<file path="src/rtl/piano_pkg.sv">
// Shared definitions for the piano controllers: state encoding and debug width.
package piano_pkg;

   localparam int DB_ESTADO_W = 4;

   typedef enum logic [DB_ESTADO_W-1:0] {
      ST_IDLE        = 4'd0,
      ST_INICIA      = 4'd1,
      ST_MOSTRA      = 4'd2,
      ST_PROX_MOSTRA = 4'd3,
      ST_FIM_MOSTRA  = 4'd4,
      ST_ESPERA      = 4'd5,
      ST_COMPARA     = 4'd6,
      ST_FEEDBACK    = 4'd7,
      ST_PROX_NOTA   = 4'd8,
      ST_FIM_RODADA  = 4'd9,
      ST_ERRO        = 4'd10,
      ST_REPETE      = 4'd11,
      ST_ACERTOU     = 4'd12,
      ST_FALHOU      = 4'd13
   } estado_t;

endpackage

</file>
<file path="src/rtl/controle_aprendizado.sv">
// Progressive "learn the song" controller: replays notes 0..r, then checks the
// player's repetition, growing the round on success and counting errors.
//
// state          | meaning
// IDLE        0  | waiting for start
// INICIA      1  | clear counters, timers, register and error count
// MOSTRA      2  | play memory note, feedback timer running
// PROX_MOSTRA 3  | advance address during replay
// FIM_MOSTRA  4  | replay done, prepare for input
// ESPERA      5  | wait for a key, timeout running
// COMPARA     6  | note register settles before comparison
// FEEDBACK    7  | echo played note until timer done and key released
// PROX_NOTA   8  | advance to next expected note
// FIM_RODADA  9  | round complete: grow round or win
// ERRO       10  | count an error
// REPETE     11  | replay the same round
// ACERTOU    12  | song learned
// FALHOU     13  | too many errors
module controle_aprendizado
   import piano_pkg::*;
#(
   parameter int ERRO      = 3,
   parameter int MAX_ERROS = 3
) (
   input  logic                   clock,
   input  logic                   reset,
   input  logic                   press_enter,
   input  logic                   nota_feita,
   input  logic                   nota_correta,
   input  logic                   enderecoIgualRodada,
   input  logic                   fim_musica,
   input  logic                   fimCR,
   input  logic                   fimTF,
   input  logic                   fimTempo,
   output logic                   zeraR,
   output logic                   registraR,
   output logic                   zeraC,
   output logic                   contaC,
   output logic                   zeraCR,
   output logic                   contaCR,
   output logic                   zeraTF,
   output logic                   contaTF,
   output logic                   zeraTempo,
   output logic                   contaTempo,
   output logic                   leds_mem,
   output logic                   ativa_leds,
   output logic                   toca,
   output logic [ERRO-1:0]        erros,
   output logic                   pronto,
   output logic                   acertou,
   output logic                   falhou,
   output logic [DB_ESTADO_W-1:0] db_estado
);

   localparam logic [ERRO-1:0] ERROS_SAT = '1;
   localparam logic [ERRO-1:0] ERROS_LIM = ERRO'(MAX_ERROS - 1);

   estado_t estado, estado_prox;

   // erros clears on entry to INICIA so it already reads 0 while in INICIA
   always_ff @(posedge clock or posedge reset) begin
      if (reset) begin
         estado <= ST_IDLE;
         erros  <= '0;
      end else begin
         estado <= estado_prox;
         if (estado_prox == ST_INICIA)
            erros <= '0;
         else if (estado == ST_ERRO && erros != ERROS_SAT)
            erros <= erros + ERRO'(1);
      end
   end

   always_comb begin
      estado_prox = ST_IDLE;
      case (estado)
         ST_IDLE:        estado_prox = press_enter ? ST_INICIA : ST_IDLE;
         ST_INICIA:      estado_prox = ST_MOSTRA;
         ST_MOSTRA:      estado_prox = !fimTF ? ST_MOSTRA :
                                       (enderecoIgualRodada ? ST_FIM_MOSTRA : ST_PROX_MOSTRA);
         ST_PROX_MOSTRA: estado_prox = ST_MOSTRA;
         ST_FIM_MOSTRA:  estado_prox = ST_ESPERA;
         ST_ESPERA:      estado_prox = nota_feita ? ST_COMPARA :
                                       (fimTempo ? ST_ERRO : ST_ESPERA);
         ST_COMPARA:     estado_prox = nota_correta ? ST_FEEDBACK : ST_ERRO;
         ST_FEEDBACK:    estado_prox = !(fimTF && !nota_feita) ? ST_FEEDBACK :
                                       (enderecoIgualRodada ? ST_FIM_RODADA : ST_PROX_NOTA);
         ST_PROX_NOTA:   estado_prox = ST_ESPERA;
         ST_FIM_RODADA:  estado_prox = (fim_musica || fimCR) ? ST_ACERTOU : ST_MOSTRA;
         ST_ERRO:        estado_prox = (erros == ERROS_LIM) ? ST_FALHOU : ST_REPETE;
         ST_REPETE:      estado_prox = ST_MOSTRA;
         ST_ACERTOU:     estado_prox = press_enter ? ST_INICIA : ST_ACERTOU;
         ST_FALHOU:      estado_prox = press_enter ? ST_INICIA : ST_FALHOU;
         default:        estado_prox = ST_IDLE;
      endcase
   end

   always_comb begin
      zeraR      = 1'b0;
      registraR  = 1'b0;
      zeraC      = 1'b0;
      contaC     = 1'b0;
      zeraCR     = 1'b0;
      contaCR    = 1'b0;
      zeraTF     = 1'b0;
      contaTF    = 1'b0;
      zeraTempo  = 1'b0;
      contaTempo = 1'b0;
      leds_mem   = 1'b0;
      ativa_leds = 1'b0;
      toca       = 1'b0;
      pronto     = 1'b0;
      acertou    = 1'b0;
      falhou     = 1'b0;
      case (estado)
         ST_INICIA: begin
            zeraC     = 1'b1;
            zeraCR    = 1'b1;
            zeraR     = 1'b1;
            zeraTF    = 1'b1;
            zeraTempo = 1'b1;
         end
         ST_MOSTRA: begin
            leds_mem   = 1'b1;
            ativa_leds = 1'b1;
            toca       = 1'b1;
            contaTF    = 1'b1;
         end
         ST_PROX_MOSTRA: begin
            contaC = 1'b1;
            zeraTF = 1'b1;
         end
         ST_FIM_MOSTRA, ST_PROX_NOTA: begin
            zeraC     = (estado == ST_FIM_MOSTRA);
            contaC    = (estado == ST_PROX_NOTA);
            zeraTF    = 1'b1;
            zeraTempo = 1'b1;
            zeraR     = 1'b1;
         end
         ST_ESPERA: begin
            contaTempo = 1'b1;
            registraR  = 1'b1;
         end
         ST_FEEDBACK: begin
            ativa_leds = 1'b1;
            toca       = 1'b1;
            contaTF    = 1'b1;
         end
         // round growth strobes only on the replay branch, never on a win
         ST_FIM_RODADA: begin
            if (!(fim_musica || fimCR)) begin
               contaCR = 1'b1;
               zeraC   = 1'b1;
               zeraTF  = 1'b1;
            end
         end
         ST_ERRO: begin
            zeraTF = 1'b1;
            zeraR  = 1'b1;
         end
         ST_REPETE: begin
            zeraC  = 1'b1;
            zeraTF = 1'b1;
         end
         ST_ACERTOU: begin
            pronto  = 1'b1;
            acertou = 1'b1;
         end
         ST_FALHOU: begin
            pronto = 1'b1;
            falhou = 1'b1;
         end
         default: ;
      endcase
   end

   assign db_estado = estado;

endmodule

</file>
<file path="config.mk">
export PLATFORM = sky130hd
export DESIGN_NAME = controle_aprendizado
export DESIGN_NICKNAME = d
export VERILOG_FILES = /design/src/rtl/piano_pkg.sv /design/src/rtl/controle_aprendizado.sv
export SDC_FILE = /design/constraint.sdc
export NUM_CORES = 1
export LEC_CHECK = 0
export BUFFER_PORTS_ARGS = -buffer_cell sky130_fd_sc_hd__buf_4
export CORE_MARGIN = 8
export CORE_UTILIZATION = 42
export CTS_CLUSTER_DIAMETER = 30
export DETAILED_ROUTE_END_ITERATION = 12
export GPL_TIMING_DRIVEN = 0
export PLACE_DENSITY_LB_ADDON = 0.3
export SLEW_MARGIN = 15
export SYNTH_ARGS = -nofsm -noshare
export SYNTH_HDL_FRONTEND = slang
export SYNTH_SLANG_ARGS = --single-unit
</file>
<file path="constraint.sdc">
create_clock -name clock -period 1.7 [get_ports clock]
set_input_delay 0.51 -clock clock [delete_from_list [all_inputs] [get_ports clock]]
set_output_delay 0.51 -clock clock [all_outputs]
set_load 0.02 [all_outputs]
</file>
Word level (Yosys, flattened, before mapping) --
Index checks and enable logic that the tools add are counted.
Operators by class: $add $sub $neg 1, $mul 0, div/mod/pow operators 0, order comparisons 0, equality and inequality tests 16, shift operators 0, multiplexer cells 29, bitwise operators 0, reduce and logical (&&, ||, !) cells 14
Operators by type and width (count):
- case mux 4 bit (11 select lines) | 1
- two-way mux 4 bit | 7
- equality test 4 bit (second input constant) | 6
- equality test 4 x 3 -> 1 bit (second input constant) | 4
- two-way mux 3 bit | 5
- two-way mux 1 bit | 13
- equality test 4 x 1 -> 1 bit (second input constant) | 2
- equality test 4 x 2 -> 1 bit (second input constant) | 2
- OR reduction 2 bit | 4
- OR reduction 3 bit | 2
- OR reduction 6 bit | 1
- logical NOT 4 bit | 1
- case mux 1 bit (2 select lines) | 2
- OR reduction 4 bit | 1
- adder 3 x 1 -> 3 bit (second input constant) | 1
- equality test 3 x 2 -> 1 bit (second input constant) | 1
- inequality test 3 bit (second input constant) | 1
- case mux 1 bit (3 select lines) | 1
- logical AND 1 bit | 2
- nonzero test 2 bit | 1
- logical NOT 1 bit | 1
- logical OR 1 bit | 1
Word-level totals: register bits 7, latch bits 0, bits in writable memories 0, bits in read-only memories 0, input bits 10, memories 0

Depth between registers and ports, before layout --
Gate-level depths: netlist of run 1.
word-level depth 6, gate-level depth with buffers 7

Least setup slack after synthesis of run 1 --
No wires, ideal clock.
path kind register to output, start point reg estado[1] (netlist: db_estado[1]), end point out contaTF, data arrival time 1.852 ns, required time 1.190 ns, slack -0.662 ns, cell stages (with the launch flop) 6, buffers on the path 3, path through dfrtp_1 > buf_4 > clkbuf_1 > nand2_1 > o21ai_0 > buf_4
Between the ends: longest elaborated chain between the ends 3, elaborated cells between the ends (all ways) 4
RTL lines:
- from (decl) | line controle_aprendizado.sv:58 | estado_t estado, estado_prox;
- from (signal assigned) | line controle_aprendizado.sv:66 | estado <= estado_prox;
- equality test 4 x 3 -> 1 bit / equality test 4 x 2 -> 1 bit (equally long branches)
- OR reduction 2 bit (no line) *
- two-way mux 1 bit *
- to (decl) | line controle_aprendizado.sv:42 | output logic contaTF,
Mark *: on every way between the ends. The rest lies on a longest branch, timed or not.

Final worst setup path of run 1 --
start point reg estado[3] (netlist: db_estado[3]), end point out zeraTF
Between the ends: longest elaborated chain between the ends 3, elaborated cells between the ends (all ways) 9
RTL lines:
- equality test 4 bit, or another cell as far along | line controle_aprendizado.sv:115 | case (estado)
- OR reduction 6 bit (no line)
- case mux 1 bit (2 select lines) * | line controle_aprendizado.sv:115
- to (decl) | line controle_aprendizado.sv:41 | output logic zeraTF,
Marks and branches as above.

==> flow_summary_export.csv, run 1 <==
group,metric,value,unit
run_status,outcome,"finished with violations",
run_status,violations,"negative setup slack",
synthesis,synthAdderAreaFrac,0.0482,
critical_path,critical_path.startpoint_type,"register",
timing,skew,0.0108,ns
cts,clk_latency,0.26,ns
synthesis,synth_seq_area_share,0.225,
drt,drc,0,
power,pwr-share-seq,0.104,
critical_path,crit_type,"reg2out",
critical_path,worstSetupEndpointType,"primary output",
layout,num-fill-cells,77,
synthesis,synth_top_family_by_area,"compound AO/OA/AOI/OAI gates",
synthesis,synth_cell_types,37,
grt,track_usage,0.172,
power,vdd_drop_max,1.62,mV
cts,clockRootBuffer,"clkbuf_4",
timing,setup_viol,20,
cts,path_clk_slew,0.06,ns
die,fp.coreArea,1750,um2
layout,syn_to_final_growth,98.4,%
drt,vias,1133,
layout,fin_area,1550,um2
critical_path,crit_required,1.19,ns
timing,fin_tns_setup,-5.33,ns
synthesis,synth_area_leaders,"dfrtp_1 (22%), nor2_1 (5.8%), nand2b_1 (5.6%)",
timing,setup_slack,-0.461,ns
synthesis,yosys.area.top_type,"dfrtp_1",
power,powerDensity,2530,nW/um2
layout,drive_above_1_share,0.646,
timing,worstMarginPinSlew,0.401,ns
die,initial_core_util,0.447,
timing,hold_viol,0,
cts,cts.htree.levels,1,
layout,multiInputGateArea,666,um2
synthesis,synth_ff_type,"dfrtp_1",
synthesis,synth-warning-count,0,
synthesis,avgSynthCellArea,7.79,um2
placed_design,gp_congestion,0.920,
layout,final-seq-area,180,um2
flow_run,drv_cap,0,
placed_design,post-dp-hpwl,1.93,mm
cts,cts_max_path_buffers,2,
placed_design,portBuffers,32,
timing,relSlewSlack,0.732,
power,p_total,3.92,mW
timing,rsz0062_at_grt,"yes",
critical_path,arrival,1.65,ns
grt,antenna_found_initial,0,
cts,cts_buffers,3,
synthesis,netlist_top_cells_count,"nor2_1 (12), inv_1 (9), dfrtp_1 (7), nand2b_1 (7), o21ai_0 (6)",
timing,holdWs,0.177,ns
synthesis,syn_area,779,um2
drt,antenna_left,0,
die,die_h,59.1,um
power,p_leak,0.748,nW
drt,dr.first_iter.drc_count,47,
power,power.switching,1.96,mW
die,rows,15,
worst_hold_path,hp-class,"in2async",
placed_design,place_area,1110,um2
synthesis,async_flop_share,1.00,
synthesis,ys_ff_latch,7,
drt,wirelength,4.17,mm
power,power.clock.fraction,0.041,
grt,globalRouteOverflowTotal,0,
synthesis,syn_inst,100,
cts,cts.sink_count,7,
grt,grt_pass1_vias,961,
drt,drt-pass1-iter-count,4,
timing,fmax,463,MHz
power,switching_share,0.500,
cts,cts_tree,"done",
synthesis,yosysMostFrequentCell,"nor2_1",
grt,grt_max_degree,12,
die,io_pins,33,
synthesis,synth_xor_area_frac,0.0337,
layout,fin_nets,175,
timing,period_needed,2.16,ns
timing,timing.final.crit_share,1.27,
synthesis,synth_compound_area_frac,0.271,
synthesis,synth_top_area_share,0.225,
critical_path,cp_max_fo,4,
timing,final_max_slew_viol_count,0,
power,share_comb_of_total_power,0.855,
layout,antenna_cells,0,
drt,via_per_inst,6.09,
synthesis,syn-num-nets,113,
synthesis,yosys.area_share.simple,0.257,
cts,cts_hold_buffers,0,
synthesis,synthMuxAreaShare,0.0385,
die,die_width,59.1,um
power,p_int,1.96,mW
synthesis,synth_edf_count,0,
grt,grt_pass1_wl,4.62,mm
die,dieArea,3490,um2
drt,detail_route.wl_per_cell,22.4,um
power groups by stage:
stage	clock [mW]	sequential, mW	combinational (mW)
3_5_place_dp	0	0.353	2.17
2_1_floorplan	0	0.427	1.42
6_report	0.160	0.407	3.35
3_3_place_gp	0	0.344	2.14
4_1_cts	0.153	0.388	2.68
5_1_grt	0.174	0.407	3.49
final cells by class:
class / count / area share
multi-input combinational: 74 / 0.430
timing repair buffer: 59 / 0.328
buffer: 8 / 0.0639
sequential: 7 / 0.117
clock buffer: 4 / 0.0170
inverter: 9 / 0.0235
tap: 25 / 0.0202
cells by family after synthesis:
kind of cell,after synthesis
and+or+nand+nor,35
muxes,3
xor gates and xnor gates,3
adders and majority gates,3
AOI/OAI and AO/OA,30
buffers and inverters,19
DFF,7
metrics by stage:
stage | utilization | worst slack, ns | instances
after floorplan | - | -0.178 | 100
after global placement | 0.638 | -0.272 | 157
after detailed placement | 0.638 | -0.264 | 157
after CTS | 0.786 | -0.411 | 175
after global routing | 0.886 | -0.485 | 186
final | 0.886 | -0.461 | 186
critical path: stages (launching register included):
cell	delay, ns
dfrtp_2	0.45
buf_6	0.13
and2b_2	0.21
and3_4	0.19
a211o_4	0.28
buf_6	0.13
metal layers:
layer,GRT usage,up-vias,part of all wire
met5,0,-,0
met4,0.0375,0,0.040
met3,0.0347,17,0.091
met2,0.332,98,0.49
met1,0.185,537,0.38
li1,-,481,-
sequential cells by signal, indices dropped and copies added, names as in the netlist:
register / flops
db_estado: 4
erros: 3
placed cells by master (no fill, tap or decap), types with 2 or more instances in the layout:
| master | Yosys | layout |
|---|---|---|
| nand2b_1 | 7 | 4 |
| a21oi_1 | 4 | 2 |
| nand2b_4 | 0 | 3 |
| dfrtp_1 | 7 | 3 |
| inv_1 | 9 | 8 |
| nor2_4 | 0 | 2 |
| o32ai_1 | 3 | 2 |
| nor2_2 | 1 | 3 |
| mux2i_1 | 3 | 3 |
| dfrtp_2 | 0 | 4 |
| a21oi_2 | 0 | 2 |
| o211ai_1 | 2 | 2 |
| clkbuf_4 | 0 | 3 |
| a31oi_1 | 4 | 3 |
| nand2_1 | 4 | 3 |
| nor2_1 | 12 | 8 |
| buf_2 | 4 | 2 |
| buf_6 | 1 | 22 |
| o21ai_0 | 6 | 3 |
| ha_1 | 3 | 3 |
| o21ai_2 | 0 | 2 |
| buf_4 | 4 | 40 |
worst paths after layout:
kind / from / endpoint / slack [ns] / cells after the start
max: db_estado[3]$_DFF_PP0_ / zeraTF / -0.46 / 5
min: reset / db_estado[1]$_DFF_PP0_ / 0.18 / 2
max reg2reg: db_estado[1]$_DFF_PP0_ / erros[2]$_DFFE_PP0P_ / -0.17 / 7
min reg2reg: erros[0]$_DFFE_PP0P_ / erros[0]$_DFFE_PP0P_ / 0.64 / 2
max in group asynchronous: reset / db_estado[0]$_DFF_PP0_ / 1.27 / 2
min in group clock: erros[0]$_DFFE_PP0P_ / erros[0]$_DFFE_PP0P_ / 0.64 / 2
timing repair:
| item | 4_1_cts | 5_1_grt |
|---|---|---|
| endpoints found under the setup margin | 19 | 20 |
| pin swaps | 8 | 13 |
| gates cloned | 1 | 0 |
| gates resized for setup | 31 | 25 |
| buffers inserted | 15 | 11 |
Note: power is estimated with default switching activity, not from simulation.
==> run 2: changes to the inputs <==
ABC_AREA = 1   (was not set)
CORE_UTILIZATION = 41   (was 42)
==> run 2 against run 1 <==
The run still ends with negative setup slack left. Clock power decreased by 11%. Die area shrank 0.98%. Global-route usage down 1.3 points. Utilization fell by 6.9 points. Count of clock-buffer cells in the layout unchanged. Worst hold slack gained 0.014 ns. Via count down 1.6%. Cell area decreased by 8.8%. Maximum frequency up 0.99%. Largest cell class unchanged. Highest routed layer unchanged.
==> flow_summary_export.csv, run 2 <==
group,metric,value,unit
run_status,outcome,"finished with violations",
run_status,violations,"negative setup slack",
drt,detail_route.wl_per_cell,14.5,um
placed_design,gp_congestion,0.951,
drt,drt-pass1-iter-count,4,
synthesis,synth_xor_area_frac,0.0117,
synthesis,yosys.area_share.simple,0.472,
layout,drive_above_1_share,0.543,
cts,cts_tree,"done",
cts,clk_latency,0.24,ns
critical_path,max_stage_delay,0.42,ns
drt,via_per_inst,5.23,
drt,drc,0,
critical_path,cp_max_fo,3,
synthesis,synth_cell_types,21,
drt,wirelength,3.09,mm
die,die_width,58.8,um
synthesis,synthMuxAreaShare,0,
critical_path,r2r-end,"erros[2]$_DFFE_PP0P_",
grt,grt_pass1_vias,1027,
layout,mostFrequentLayoutCell,"buf_4",
die,io_pins,33,
placed_design,portBuffers,32,
power,p_leak,0.805,nW
die,rows,15,
timing,hold_viol,0,
layout,fin_area,1410,um2
timing,rsz0062_at_grt,"yes",
drt,dr.first_iter.drc_count,52,
die,initial_core_util,0.435,
synthesis,yosysMostFrequentCell,"nand2_1",
power,powerDensity,2140,nW/um2
cts,clockRootBuffer,"clkbuf_4",
timing,worstMarginPinSlew,0.311,ns
layout,final-seq-area,180,um2
synthesis,synth_seq_area_share,0.233,
timing,timing.final.crit_share,1.26,
synthesis,async_flop_share,1.00,
timing,final_max_slew_viol_count,0,
critical_path,reg2reg_setup_slack,-0.13,ns
placed_design,place_area,1050,um2
synthesis,avgSynthCellArea,5.82,um2
drt,vias,1115,
synthesis,synth_area_leaders,"dfrtp_1 (23%), nand2_1 (18%), inv_1 (12%)",
critical_path,r2r_start,"db_estado[3]$_DFF_PP0_",
timing,skew,0.000391,ns
synthesis,yosys.area.top_type,"dfrtp_1",
timing,fin_tns_setup,-4.26,ns
cts,cts.sink_count,7,
critical_path,worstSetupEndpointType,"primary output",
critical_path,crit_chain,"inv_2 > buf_4 > nand2_2 > nor2_1 > or3_4 > buf_6",
timing,fmax,467,MHz
critical_path,crit_required,1.19,ns
grt,met1_usage,0.181,
grt,grt_max_degree,8,
layout,final_cells,213,
layout,fin_nets,202,
placed_design,post-dp-hpwl,1.94,mm
synthesis,synth_ff_type,"dfrtp_1",
grt,track_usage,0.159,
cts,cts_buffers,3,
synthesis,netlist_top_cells_count,"nand2_1 (37), inv_1 (23), nor2_1 (21)",
placed_design,dp.cells,186,
layout,multiInputGateArea,576,um2
drt,antenna_left,0,
synthesis,synth_compound_area_frac,0.0833,
synthesis,synth_top_area_share,0.233,
timing,setup_slack,-0.440,ns
cts,path_clk_slew,0.05,ns
critical_path,crit_type,"reg2out",
die,die_h,58.8,um
cts,cts_max_path_buffers,2,
grt,grt_use_met2,0.269,
layout,num-fill-cells,115,
synthesis,syn_inst,129,
critical_path,reg2reg_depth,12,
layout,final_cell_mix,"buf_4 (39), nand2_1 (29), buf_6 (19)",
layout,largest_reg_flops,4,
critical_path,critical_path.startpoint_type,"register",
grt,busiest_layer,"met2",
critical_path,cp_slowest_cell,"dfrtp_2",
die,fp.coreArea,1730,um2
synthesis,synth-warning-count,0,
timing,setup_viol,19,
timing,period_needed,2.14,ns
grt,use_met3,0.0413,
flow_run,drv_cap,0,
layout,syn_to_final_growth,87.8,%
cts,cts.htree.levels,1,
synthesis,ys_ff_latch,7,
grt,globalRouteOverflowTotal,0,
synthesis,synthAdderAreaFrac,0.0500,
grt,grt_pass1_wl,4.42,mm
power,vdd_drop_max,1.23,mV
synthesis,syn-num-nets,142,
timing,relSlewSlack,0.791,
worst_hold_path,hp-class,"in2async",
layout,antenna_cells,0,
critical_path,arrival,1.63,ns
synthesis,synth_edf_count,0,
synthesis,synth_top_family_by_area,"simple AND/OR/NAND/NOR gates",
die,dieArea,3460,um2
grt,antenna_found_initial,0,
synthesis,syn_area,751,um2
==> run 2: cell count changes after synthesis, moves of 3 or more <==
cell / change
nand2_1: +33
inv_1: +14
nand3_1: +11
nor2_1: +9
nand2b_1: -7
a31oi_1: -4
buf_2: -4
mux2i_1: -3
nor2b_1: -3
o32ai_1: -3
==> run 2: critical path, delay by kind of cell, from the launching register on <==
kind	cells	cell delay [ns]
buffers and inverters	3	0.35
flip-flops	1	0.42
AND/OR/NAND/NOR	3	0.62
==> run 2: cells by family (layout without fill, tap and decap cells) <==
family / Yosys count / count (layout)
AOI/OAI and AO/OA: 11 / 11
DFF: 7 / 7
buffers and inverters: 27 / 86
xor gates and xnor gates: 1 / 1
and+or+nand+nor: 80 / 80
adders and majority gates: 3 / 3
==> run 2: worst max-delay path by stage <==
| stage | start | to | slack (ns) | cells after the start |
|---|---|---|---|---|
| CTS | db_estado[0]$_DFF_PP0_ | zeraTF | -0.37 | 8 |
| global placement | db_estado[0]$_DFF_PP0_ | zeraTF | -0.25 | 8 |
| finish | db_estado[0]$_DFF_PP0_ | zeraTF | -0.44 | 6 |
| floorplan | db_estado[0]$_DFF_PP0_ | zeraTF | -0.24 | 7 |
| global route | db_estado[0]$_DFF_PP0_ | zeraTF | -0.50 | 8 |
| detailed placement | db_estado[0]$_DFF_PP0_ | zeraTF | -0.28 | 8 |
==> run 2: report_power, final <==
group | total [mW] | switching (mW) | internal [mW]
clock | 0.143 | 0.0538 | 0.0891
combinational | 2.49 | 1.35 | 1.14
sequential | 0.394 | 0.140 | 0.254
==> run 2: layout make-up <==
type	count	area share
multi-input cells	95	0.408
well taps	25	0.0222
inverters	24	0.0639
plain buffers	3	0.0186
flip-flops and latches	7	0.128
clock buffers	4	0.0186
repair buffers	55	0.341
==> run 2: per-layer routing <==
metal	up-vias	share of wire
met3	10	0.090
met2	70	0.51
met5	-	0
met1	518	0.37
met4	0	0.021
li1	517	-
==> run 2: timing repair <==
action                     4_1_cts  5_1_grt
buffers inserted                17        6
hold buffers                     0        0
gates resized for setup         24       26
setup endpoints to repair       15       20
pin swaps                        6        8
==> run 2: metrics by stage <==
step | hold WS [ns] | util | total power [mW] | worst slack [ns]
after floorplan | 0.313 | - | 1.43 | -0.245
after global placement | 0.447 | 0.606 | 1.99 | -0.253
after detailed placement | 0.456 | 0.606 | 2.03 | -0.275
after CTS | 0.190 | 0.735 | 2.61 | -0.373
after global routing | 0.196 | 0.817 | 3.21 | -0.502
final | 0.190 | 0.817 | 3.02 | -0.440
==> run 3: changes to the inputs <==
CTS_BUF_LIST = sky130_fd_sc_hd__clkbuf_16   (was not set)
==> run 3 against run 2 <==
The run still ends with negative setup slack left. Sequential cell count did not move. Worst hold slack improved by 0.015 ns. Count of clock-buffer cells in the layout fell by 1.
==> flow_summary_export.csv, run 3 (synthesis results as in run 2) <==
group,metric,value,unit
run_status,outcome,"finished with violations",
run_status,violations,"negative setup slack",
grt,busiest_layer,"met2",
drt,drc,0,
drt,vias,1030,
die,fp.coreArea,1730,um2
layout,largest_reg_flops,4,
timing,holdWs,0.205,ns
power,p_leak,0.786,nW
worst_hold_path,hp-class,"in2async",
layout,antenna_cells,0,
layout,fin_nets,195,
flow_run,drv_cap,0,
drt,antenna_left,0,
drt,via_per_inst,5.00,
grt,track_usage,0.152,
placed_design,post-dp-hpwl,1.94,mm
cts,cts_max_path_buffers,2,
critical_path,max_stage_delay,0.45,ns
grt,grt_pass1_wl,4.17,mm
cts,cts_hold_buffers,0,
critical_path,reg2reg_setup_slack,0,ns
timing,setup_viol,17,
timing,setup_slack,-0.390,ns
critical_path,worstSetupEndpointType,"primary output",
timing,hold_viol,0,
grt,use_met3,0.0348,
grt,grt_pass1_vias,957,
critical_path,startpoint,"db_estado[3]$_DFF_PP0_",
critical_path,r2r-end,"erros[0]$_DFFE_PP0P_",
timing,fin_tns_setup,-4.01,ns
drt,drt-pass1-iter-count,4,
placed_design,gp_congestion,0.951,
critical_path,path_buf_inv,3,
critical_path,r2r_start,"db_estado[3]$_DFF_PP0_",
timing,skew,0.000144,ns
drt,detail_route.wl_per_cell,13.9,um
placed_design,portBuffers,32,
timing,timing.final.crit_share,1.23,
timing,rsz0062_at_grt,"yes",
critical_path,endpoint,"zeraR",
critical_path,cp_max_fo,6,
grt,antenna_found_initial,0,
die,dieArea,3460,um2
die,die_width,58.8,um
cts,cts.sink_count,7,
drt,dr.first_iter.drc_count,29,
critical_path,path_depth,6,
layout,syn_to_final_growth,79.7,%
critical_path,cp_slowest_cell,"dfrtp_2",
grt,met1_usage,0.175,
critical_path,critical_path.startpoint_type,"register",
layout,final_core_util,0.781,
die,io_pins,33,
grt,grt_use_met2,0.255,
power,powerDensity,2200,nW/um2
critical_path,critPathTopFamily,"simple AND/OR/NAND/NOR gates",
layout,final_cell_mix,"buf_4 (41), nand2_1 (30), inv_1 (19)",
critical_path,crit_required,1.19,ns
critical_path,arrival,1.58,ns
power,vdd_drop_max,1.39,mV
layout,mostFrequentLayoutCell,"buf_4",
layout,drive_above_1_share,0.503,
timing,period_needed,2.09,ns
timing,relSlewSlack,0.798,
cts,clk_latency,0.23,ns
die,die_h,58.8,um
cts,path_clk_slew,0.03,ns
die,initial_core_util,0.435,
drt,wirelength,2.86,mm
timing,final_max_slew_viol_count,0,
cts,cts_buffers,3,
critical_path,reg2reg_depth,11,
critical_path,crit_top_cell,"buf_4",
critical_path,crit_type,"reg2out",
cts,cts_tree,"done",
cts,clockRootBuffer,"clkbuf_16",
critical_path,crit_chain,"nor2_1 > nand2_2 > buf_4 > buf_4 > nand3_1 > buf_4",
grt,grt_max_degree,8,
timing,worstMarginPinSlew,0.300,ns
cts,cts.htree.levels,1,
die,rows,15,
timing,fmax,479,MHz
grt,globalRouteOverflowTotal,0,
-- run 3: per-layer routing --
layer  up-vias  part of all wire
met5         -                 0
met4         0             0.019
met3         6             0.091
met2        58              0.49
met1       468              0.40
li1        498                 -
-- run 3: worst register-to-register path, cell delays in order (launching register included) --
cell and delay, ns:
dfrtp_2 0.45, buf_4 0.16, buf_6 0.11, nor2_4 0.13, buf_6 0.13, nand2_4 0.05, buf_4 0.13, o21ai_2 0.14
inv_2 0.05, nand2_2 0.09, nor2_2 0.06, a21oi_1 0.13
-- run 3: repair_timing --
| action | 4_1_cts | 5_1_grt |
|---|---|---|
| resized for setup | 19 | 16 |
| buffers inserted | 13 | 4 |
| pin swaps | 2 | 5 |
| setup endpoints to repair | 15 | 19 |
-- run 3: how the worst min path moves through the flow --
| stage | startpoint | to | slack [ns] | depth (start not counted) |
|---|---|---|---|---|
| after global routing | reset | erros[2]$_DFFE_PP0P_ | 0.23 | 2 |
| after detailed placement | reset | erros[2]$_DFFE_PP0P_ | 0.46 | 2 |
| final | reset | erros[2]$_DFFE_PP0P_ | 0.21 | 2 |
| after CTS | reset | db_estado[2]$_DFF_PP0_ | 0.21 | 2 |
| after floorplan | reset | erros[0]$_DFFE_PP0P_ | 0.31 | 1 |
| after global placement | reset | erros[1]$_DFFE_PP0P_ | 0.45 | 2 |
-- run 3: power breakdown --
part	total, mW	switching [mW]	internal [mW]	leakage, nW
Clock	0.391	0.0859	0.305	0.0423
Sequential	0.387	0.133	0.254	0.0870
Combinational	2.19	1.24	0.950	0.657
-- run 3: stage by stage --
stage	setup WS (ns)	total power, mW	cells	instance area (um2)
floorplan	-0.245	1.43	129	774
global placement	-0.253	1.99	186	1050
detailed placement	-0.275	2.03	186	1050
CTS	-0.358	2.76	203	1280
global route	-0.445	3.13	206	1350
finish	-0.390	2.97	206	1350
-- run 3: cell type report --
| class | count | area (um2) |
|---|---|---|
| Sequential cell | 7 | 180 |
| Multi-Input combinational cell | 95 | 543 |
| Clock inverter | 1 | 3.75 |
| Clock buffer | 3 | 75.1 |
| Fill cell | 125 | 378 |
| Inverter | 24 | 95.1 |
| Timing Repair Buffer | 48 | 394 |
| Tap cell | 25 | 31.3 |
| Buffer | 3 | 26.3 |
